File: src/rtl/irq_pkg.sv
// Shared types and default constants for the CP0 interrupt source requester.
package irq_pkg;

  typedef enum logic [1:0] {
    IDLE   = 2'd0,
    ASSERT = 2'd1,
    GAP    = 2'd2
  } ch_state_e;

  localparam int IRQ_NCH             = 3;
  localparam int IRQ_CNT_W           = 4;
  localparam int IRQ_GAP_CYCLES      = 2;
  localparam int IRQ_DEBOUNCE_CYCLES = 16;

endpackage

File: src/rtl/irq_channel.sv
// One interrupt channel: sync, optional debounce (IRQ_DEBOUNCE_EN),
// edge detect, pending counter and request FSM.
module irq_channel
  import irq_pkg::*;
#(
  parameter int CNT_W           = IRQ_CNT_W,
  parameter int GAP_CYCLES      = IRQ_GAP_CYCLES,
  parameter int DEBOUNCE_CYCLES = IRQ_DEBOUNCE_CYCLES
) (
  input  logic             clk,
  input  logic             rst,
  input  logic             req_raw,
  input  logic             ack,
  output logic             irq,
  output logic [CNT_W-1:0] pending,
  output logic             overflow
);

  localparam int GW = (GAP_CYCLES > 1) ? $clog2(GAP_CYCLES) : 1;
  localparam logic [GW-1:0] GAP_LAST = GW'(GAP_CYCLES - 1);
  localparam logic [CNT_W-1:0] CNT_MAX = '1;

  logic s1_q, s1_d, s2_q, s2_d, prev_q, prev_d;
  logic f, evt, ack_acc, go;
  logic ovf_q, ovf_d, irq_q, irq_d;
  logic [CNT_W-1:0] pend_q, pend_d;
  logic [GW-1:0] gap_q, gap_d;
  ch_state_e state_q, state_d;

`ifdef IRQ_DEBOUNCE_EN
  localparam int DB_W = (DEBOUNCE_CYCLES > 1) ? $clog2(DEBOUNCE_CYCLES) : 1;
  localparam logic [DB_W-1:0] DB_LAST = DB_W'(DEBOUNCE_CYCLES - 1);

  logic f_q, f_d;
  logic [DB_W-1:0] db_q, db_d;

  // f flips only once s2 has disagreed for DEBOUNCE_CYCLES cycles
  always_comb begin
    f_d  = f_q;
    db_d = '0;
    if (s2_q != f_q) begin
      if (db_q == DB_LAST) f_d = s2_q;
      else db_d = db_q + 1'b1;
    end
  end

  always_ff @(posedge clk) begin
    if (rst) begin
      f_q  <= 1'b0;
      db_q <= '0;
    end else begin
      f_q  <= f_d;
      db_q <= db_d;
    end
  end

  assign f = f_q;
`else
  logic unused_db;
  assign unused_db = (DEBOUNCE_CYCLES > 0);
  assign f = s2_q;
`endif

  always_comb begin
    s1_d    = req_raw;
    s2_d    = s1_q;
    prev_d  = f;
    evt     = f & ~prev_q;
    ack_acc = ack && (state_q == ASSERT);
    pend_d  = pend_q;
    ovf_d   = ovf_q;
    if (evt && !ack_acc) begin
      if (pend_q == CNT_MAX) ovf_d = 1'b1;
      else pend_d = pend_q + 1'b1;
    end else if (!evt && ack_acc && pend_q != '0) begin
      pend_d = pend_q - 1'b1;
    end
    go      = evt || (pend_q != '0);
    state_d = state_q;
    gap_d   = gap_q;
    unique case (state_q)
      IDLE:   if (go) state_d = ASSERT;
      ASSERT: if (ack) begin
        state_d = GAP;
        gap_d   = '0;
      end
      // last gap cycle hands straight to the next request
      GAP:    if (gap_q == GAP_LAST) state_d = go ? ASSERT : IDLE;
              else gap_d = gap_q + 1'b1;
      default: state_d = IDLE;
    endcase
    irq_d = (state_d == ASSERT);
  end

  always_ff @(posedge clk) begin
    if (rst) begin
      s1_q    <= 1'b0;
      s2_q    <= 1'b0;
      prev_q  <= 1'b0;
      pend_q  <= '0;
      ovf_q   <= 1'b0;
      gap_q   <= '0;
      state_q <= IDLE;
      irq_q   <= 1'b0;
    end else begin
      s1_q    <= s1_d;
      s2_q    <= s2_d;
      prev_q  <= prev_d;
      pend_q  <= pend_d;
      ovf_q   <= ovf_d;
      gap_q   <= gap_d;
      state_q <= state_d;
      irq_q   <= irq_d;
    end
  end

  assign irq      = irq_q;
  assign pending  = pend_q;
  assign overflow = ovf_q;

endmodule

File: src/rtl/irq_source_ctrl.sv
// Drives the CP0 intsrc lines from NCH independent request channels.
// Define IRQ_DEBOUNCE_EN to add a debounce filter on every channel.
module irq_source_ctrl
  import irq_pkg::*;
#(
  parameter int NCH             = IRQ_NCH,
  parameter int CNT_W           = IRQ_CNT_W,
  parameter int GAP_CYCLES      = IRQ_GAP_CYCLES,
  parameter int DEBOUNCE_CYCLES = IRQ_DEBOUNCE_CYCLES
) (
  input  logic                 clk,
  input  logic                 rst,
  input  logic [NCH-1:0]       req_raw,
  input  logic [NCH-1:0]       ack,
  output logic [NCH-1:0]       irq,
  output logic [NCH*CNT_W-1:0] pending,
  output logic [NCH-1:0]       overflow
);

  for (genvar i = 0; i < NCH; i++) begin : g_ch
    irq_channel #(
      .CNT_W          (CNT_W),
      .GAP_CYCLES     (GAP_CYCLES),
      .DEBOUNCE_CYCLES(DEBOUNCE_CYCLES)
    ) u_ch (
      .clk     (clk),
      .rst     (rst),
      .req_raw (req_raw[i]),
      .ack     (ack[i]),
      .irq     (irq[i]),
      .pending (pending[i*CNT_W +: CNT_W]),
      .overflow(overflow[i])
    );
  end

endmodule

File: config.mk
export PLATFORM = sky130hd
export DESIGN_NAME = irq_source_ctrl
export DESIGN_NICKNAME = d
export VERILOG_FILES = /design/src/rtl/irq_pkg.sv /design/src/rtl/irq_channel.sv /design/src/rtl/irq_source_ctrl.sv
export SDC_FILE = /design/constraint.sdc
export NUM_CORES = 1
export LEC_CHECK = 0
export ABC_AREA = 1
export ABC_CLOCK_PERIOD_IN_PS = 2500
export CAP_MARGIN = 40
export CORE_ASPECT_RATIO = 2
export CORE_UTILIZATION = 30
export DETAILED_ROUTE_END_ITERATION = 8
export SETUP_SLACK_MARGIN = 0.1
export SYNTH_ARGS = -nofsm -noshare
export SYNTH_HDL_FRONTEND = slang
export SYNTH_HIERARCHICAL = 1
export SYNTH_SLANG_ARGS = --single-unit
File: constraint.sdc
create_clock -name clk -period 2.5 [get_ports clk]
set_input_delay 0.5 -clock clk [delete_from_list [all_inputs] [get_ports clk]]
set_output_delay 0.5 -clock clk [all_outputs]
set_load 0.01 [all_outputs]
# [Word-level counts from Yosys, hierarchy flattened]
# Cells that the tools add are included.
[word_totals] wordCells=132 output_inout_bits=18 regBits=36
[op_classes] bitwise=6 n_eq_ne=18 n_addsub=9 muxes=33 reduce_logical=42
[op_table] operator="$mux 4" n=9
[op_table] operator="$mux 2" n=9
[op_table] operator="$pmux 2 s3" n=3
[op_table] operator="$reduce_and 2->1" n=9
[op_table] operator="$add 4x1->4 const B" n=3
[op_table] operator="$eq 2x1->1 const B" n=6
[op_table] operator="$eq 4x4->1 const B" n=3
[op_table] operator="$logic_and 1x1->1" n=12
[op_table] operator="$ne 2x2->1 const B" n=6
[op_table] operator="$reduce_bool 2->1" n=6
[op_table] operator="$reduce_bool 4->1" n=3
[op_table] operator="$sub 4x1->4 const B" n=3
[op_table] operator="$mux 1" n=9
[op_table] operator="$eq 2x2->1 const B" n=3
[op_table] operator="$logic_not 1->1" n=6
[op_table] operator="$logic_not 2->1" n=3
[op_table] operator="$pmux 1 s2" n=3
[op_table] operator="$add 1x1->1 const B" n=3
[op_table] operator="$and 1x1->1" n=3
[op_table] operator="$logic_or 1x1->1" n=3
[op_table] operator="$not 1->1" n=3

# [Depth between registers and ports, before layout]
[depth] word_depth=7 ltp_mapped=12

# [By module]
# Netlist, hierarchy kept.
[by_module_without_submodules] module="irq_channel" n_inst=3 cells_each=83 area_each_um2=615.6

# [Worst setup path before layout]
# No wires, ideal clock.
[synth_timing] kind="input to register" from="in ack[0]" to="reg g_ch[0].u_ch.pend_q[3]" setup_ns=0.064 path_buffers=0 arrival_time_ns=1.570 path_stages=10 path_slack_ns=0.867 path_cell_list="nand3_4 -> nand2_2 -> ha_1 -> nand2_1 -> nand2_1 -> o21ai_1 -> nand2_2 -> nor2_2 -> nor2_1 -> nor2_1"
[synth_via] elab_chain_cells=5 elab_cells_between_ends=9 cone_classes="1 x eq/ne; 1 x mux; 7 x reduce/logical"
[synth_lines] element="start, declared" line_no="irq_source_ctrl.sv:14" text="input logic [NCH-1:0] ack,"
[synth_lines] element="$logic_and 1x1->1 *" line_no="irq_channel.sv:69" text="ack_acc = ack && (state_q == ASSERT);"
[synth_lines] element="$logic_not 1->1 or $logic_and 1x1->1 (tied branches)" line_no="irq_channel.sv:72, irq_channel.sv:75"
[synth_lines] element="$logic_and 1x1->1 (on tied branches)" line_no="irq_channel.sv:72, irq_channel.sv:75"
[synth_lines] element="$ne 2x2->1 (no source line) or $reduce_bool 2->1 (tied branches)"
[synth_lines] element="$reduce_and 2->1 (no source line)"
[synth_lines] element="end signal, assigned" line_no="irq_channel.sv:109" text="pend_q <= pend_d;"
[synth_lines] element="end, declared" line_no="irq_channel.sv:26" text="logic [CNT_W-1:0] pend_q, pend_d;"
# Every way passes the cells marked *; elsewhere a longest branch is shown, timed or not.
# A chain may end at the register's enable or synchronous reset.

# [Worst setup path after layout]
[layout_timing] from="in ack[2]" to="reg g_ch[2].u_ch.pend_q[3]"
[layout_via] elab_chain_cells=5 elab_cells_between_ends=9 cone_classes="1 x eq/ne; 1 x mux; 7 x reduce/logical"
[layout_lines] element="$logic_and 1x1->1 *" line_no="irq_channel.sv:69"
[layout_lines] element="$logic_not 1->1 or $logic_and 1x1->1 (tied branches)" line_no="irq_channel.sv:72, irq_channel.sv:75"
[layout_lines] element="$logic_and 1x1->1 (on tied branches)" line_no="irq_channel.sv:72, irq_channel.sv:75"
[layout_lines] element="$ne 2x2->1 (no source line) or $reduce_bool 2->1 (tied branches)"
[layout_lines] element="$reduce_and 2->1 (no source line)"
[layout_lines] element="end signal, assigned" line_no="irq_channel.sv:109"
[layout_lines] element="end, declared" line_no="irq_channel.sv:26"
# Marks and branches as above.

==> results.ini <==
[setup_path]
crit_arrival_ns=2.21
end_kind=flip-flop
start_kind=primary input
r2r_cells=12
path_class=in -> reg
cp_data_required_time_ns=2.71
critPathMaxFanout=5
r2r_end=g_ch[1].u_ch/pending[3]
ff2ff_setup_slack_ns=0.82
r2r_start=g_ch[1].u_ch/f

[finish]
finish.utilization_pct=39.41
fillers=630
area_growth_pct=27.10
drive_gt1_share_pct=19.57
layout.nets=297
final_area_um2=2347
diodes=0

[global_route]
grt_pass1_wl_um=6134
grt_max_degree=13
first_global_vias=1502
grt-ovfl-total=0
antenna_found_initial=0
grt_usage_pct=12.44

[synthesis]
netlist_area_um2=1847
yosysSeqAreaShare_pct=39.02
synth-seq-cells=36
synth-edff-count=0
async_reset_ff_share_pct=0
syn_inst=249
ys_types=22
syn_avg_cell_area_um2=7.417
syn_nets=266
yosysWarnings=6
synth-main-ff-cell=dfxtp_1

[sta]
drv_slew=0
setup_tns_ns=0
tightest_slew_ns=0.4309
hold_violations=0
skew_ns=0.004840
fmax_mhz=500.9
setup_viol=0
min_period_ns=1.996
max_slew_margin_pct=71.18
finalCritPeriodShare_pct=79.85
rsz0062_at_grt=false
timing.hold.ws_ns=0.4017

[clock_tree]
cts_tree=yes
cts_sinks=36
cts_resized=0
clock_latency_ns=0.28
clockBufferDepth=2
htree_levels=2
cts-root-buf=clkbuf_16
clk_pin_slew_ns=0.06
numCtsBuffers=5
cts_setup_buffers=0
hold_buffers=0

[placed_design]
dpl_cell_area_um2=2180
port_buffers=25
gp_congestion=0.8109
dp_hpwl_um=2816

[route]
viasPerCell=4.433
drtIter0Drc=34
ant_nets=0
dr_total_vias=1525
wl_per_cell_um=10.06
drt_wl_total_um=3462
drc=2
dr.pass1.iters=6

[flow_run]
cap_violations=0

[pwr]
sw_frac_of_total_pct=28.57
p_per_area_nw_per_um2=764.6
p_comb_share_pct=21.9
peakVddDrop_mv=0.4064
power.switching_mw=0.5128
p_leak_nw=1.032
p_int_mw=1.282
power.share.sequential_pct=39.0
clockPowerShare_pct=39.0
p_total_mw=1.795

[status]
violations=DRC
status=finished with violations

[hold_path]
min_to=g_ch[2].u_ch/f
hold_path_depth=2
hp-start=g_ch[2].u_ch/s1_q
hp-class=reg -> reg

[floorplanning]
boundaryPins=26
coreArea_um2=5956
start_util_pct=31.01
rows=40
dieArea_um2=6493
die_w_um=57.48
die_h_um=113.0

==> sequential cells by signal (all words and copies together), names as in the netlist <==
name                flops
g_ch.u_ch/s1_q          3
g_ch.u_ch/state_q       6
g_ch.u_ch/f             3
g_ch.u_ch/pending      12
g_ch.u_ch/overflow      3
g_ch.u_ch/prev_q        3
g_ch.u_ch/irq           3
g_ch.u_ch/gap_q         3
==> power by group through the flow <==
stage	clock network [mW]	logic [mW]	registers (mW)
after floorplan	0	0.261	0.716
after global placement	0	0.395	0.714
after detailed placement	0	0.400	0.715
after CTS	0.723	0.401	0.703
after global routing	0.742	0.453	0.711
final	0.701	0.394	0.701
==> cell families after synthesis <==
family,count (synthesis),synth area share [%]
buf+inv,48,10.16
xor+xnor,3,1.423
compound gates,30,8.333
simple gates,123,33.74
fa+ha+maj,9,7.317
flops,36,39.02
==> worst max-delay path, stage by stage <==
cell and delay [ns]:
clkdlybuf4s50_1 0.53, nand3_4 0.12, nand2_2 0.14, ha_1 0.28
nand2_1 0.07, nand2_1 0.06, o21ai_1 0.20, nand2_2 0.07
nor2_2 0.09, nor2_1 0.04, nor2_1 0.10
==> per-layer routing <==
metal  wire [um]  vias up  GRT usage, %
li1            -      823             -
met1        1266      660         10.92
met2        2001       30         23.49
met4         107        0         8.943
met3          86       12         2.743
met5           0        -             0
==> synth_stat cells (6+ instances only) <==
library cell	n	area (um2)
inv_1	30	112.6
o21ai_1	6	30.03
nand2_2	12	75.07
ha_1	6	75.07
inv_2	12	45.04
dfxtp_1	36	720.7
nand2_1	39	146.4
nor2_1	48	180.2
a21oi_1	18	90.09
nor2_2	6	37.54
==> through the flow <==
step | setup slack [ns] | cells
CTS | 0.5032 | 344
floorplan | 0.8666 | 249
global placement | 0.2516 | 336
detailed placement | 0.2182 | 336
global route | 0.3607 | 344
finish | 0.5037 | 344
==> how the worst max path moves through the flow <==
stage,start,endpoint,slack [ns],depth (start not counted)
3_3_place_gp,ack[1],g_ch[1].u_ch/pending[3],0.25,11
5_1_grt,ack[2],g_ch[2].u_ch/pending[3],0.36,11
6_report,ack[2],g_ch[2].u_ch/pending[3],0.50,11
4_1_cts,ack[2],g_ch[2].u_ch/pending[3],0.50,11
3_5_place_dp,ack[2],g_ch[2].u_ch/pending[3],0.22,11
2_1_floorplan,ack[0],g_ch[0].u_ch/pending[3],0.87,10
==> cell type report <==
cell class | instances | area (um2) | area share [%]
tap | 63 | 78.83 | 3.358
clock buffer | 5 | 125.1 | 5.330
timing repair buffer | 27 | 265.3 | 11.30
multi-input combinational | 165 | 938.4 | 39.98
inverter | 45 | 176.4 | 7.516
clock inverter | 3 | 42.54 | 1.812
sequential | 36 | 720.7 | 30.70
==> placed cells by master, fill, tap and decap left out, types with 5 or more instances in the layout <==
master	netlist	final
clkdlybuf4s50_1	0	25
o21ai_1	6	6
clkbuf_16	0	5
inv_1	30	30
ha_1	6	6
nand2_2	12	12
nor2_2	6	6
nor2_1	48	48
dfxtp_1	36	36
a21oi_1	18	18
nand2_1	39	39
inv_2	12	12
Power figures use the tool's default switching activity.
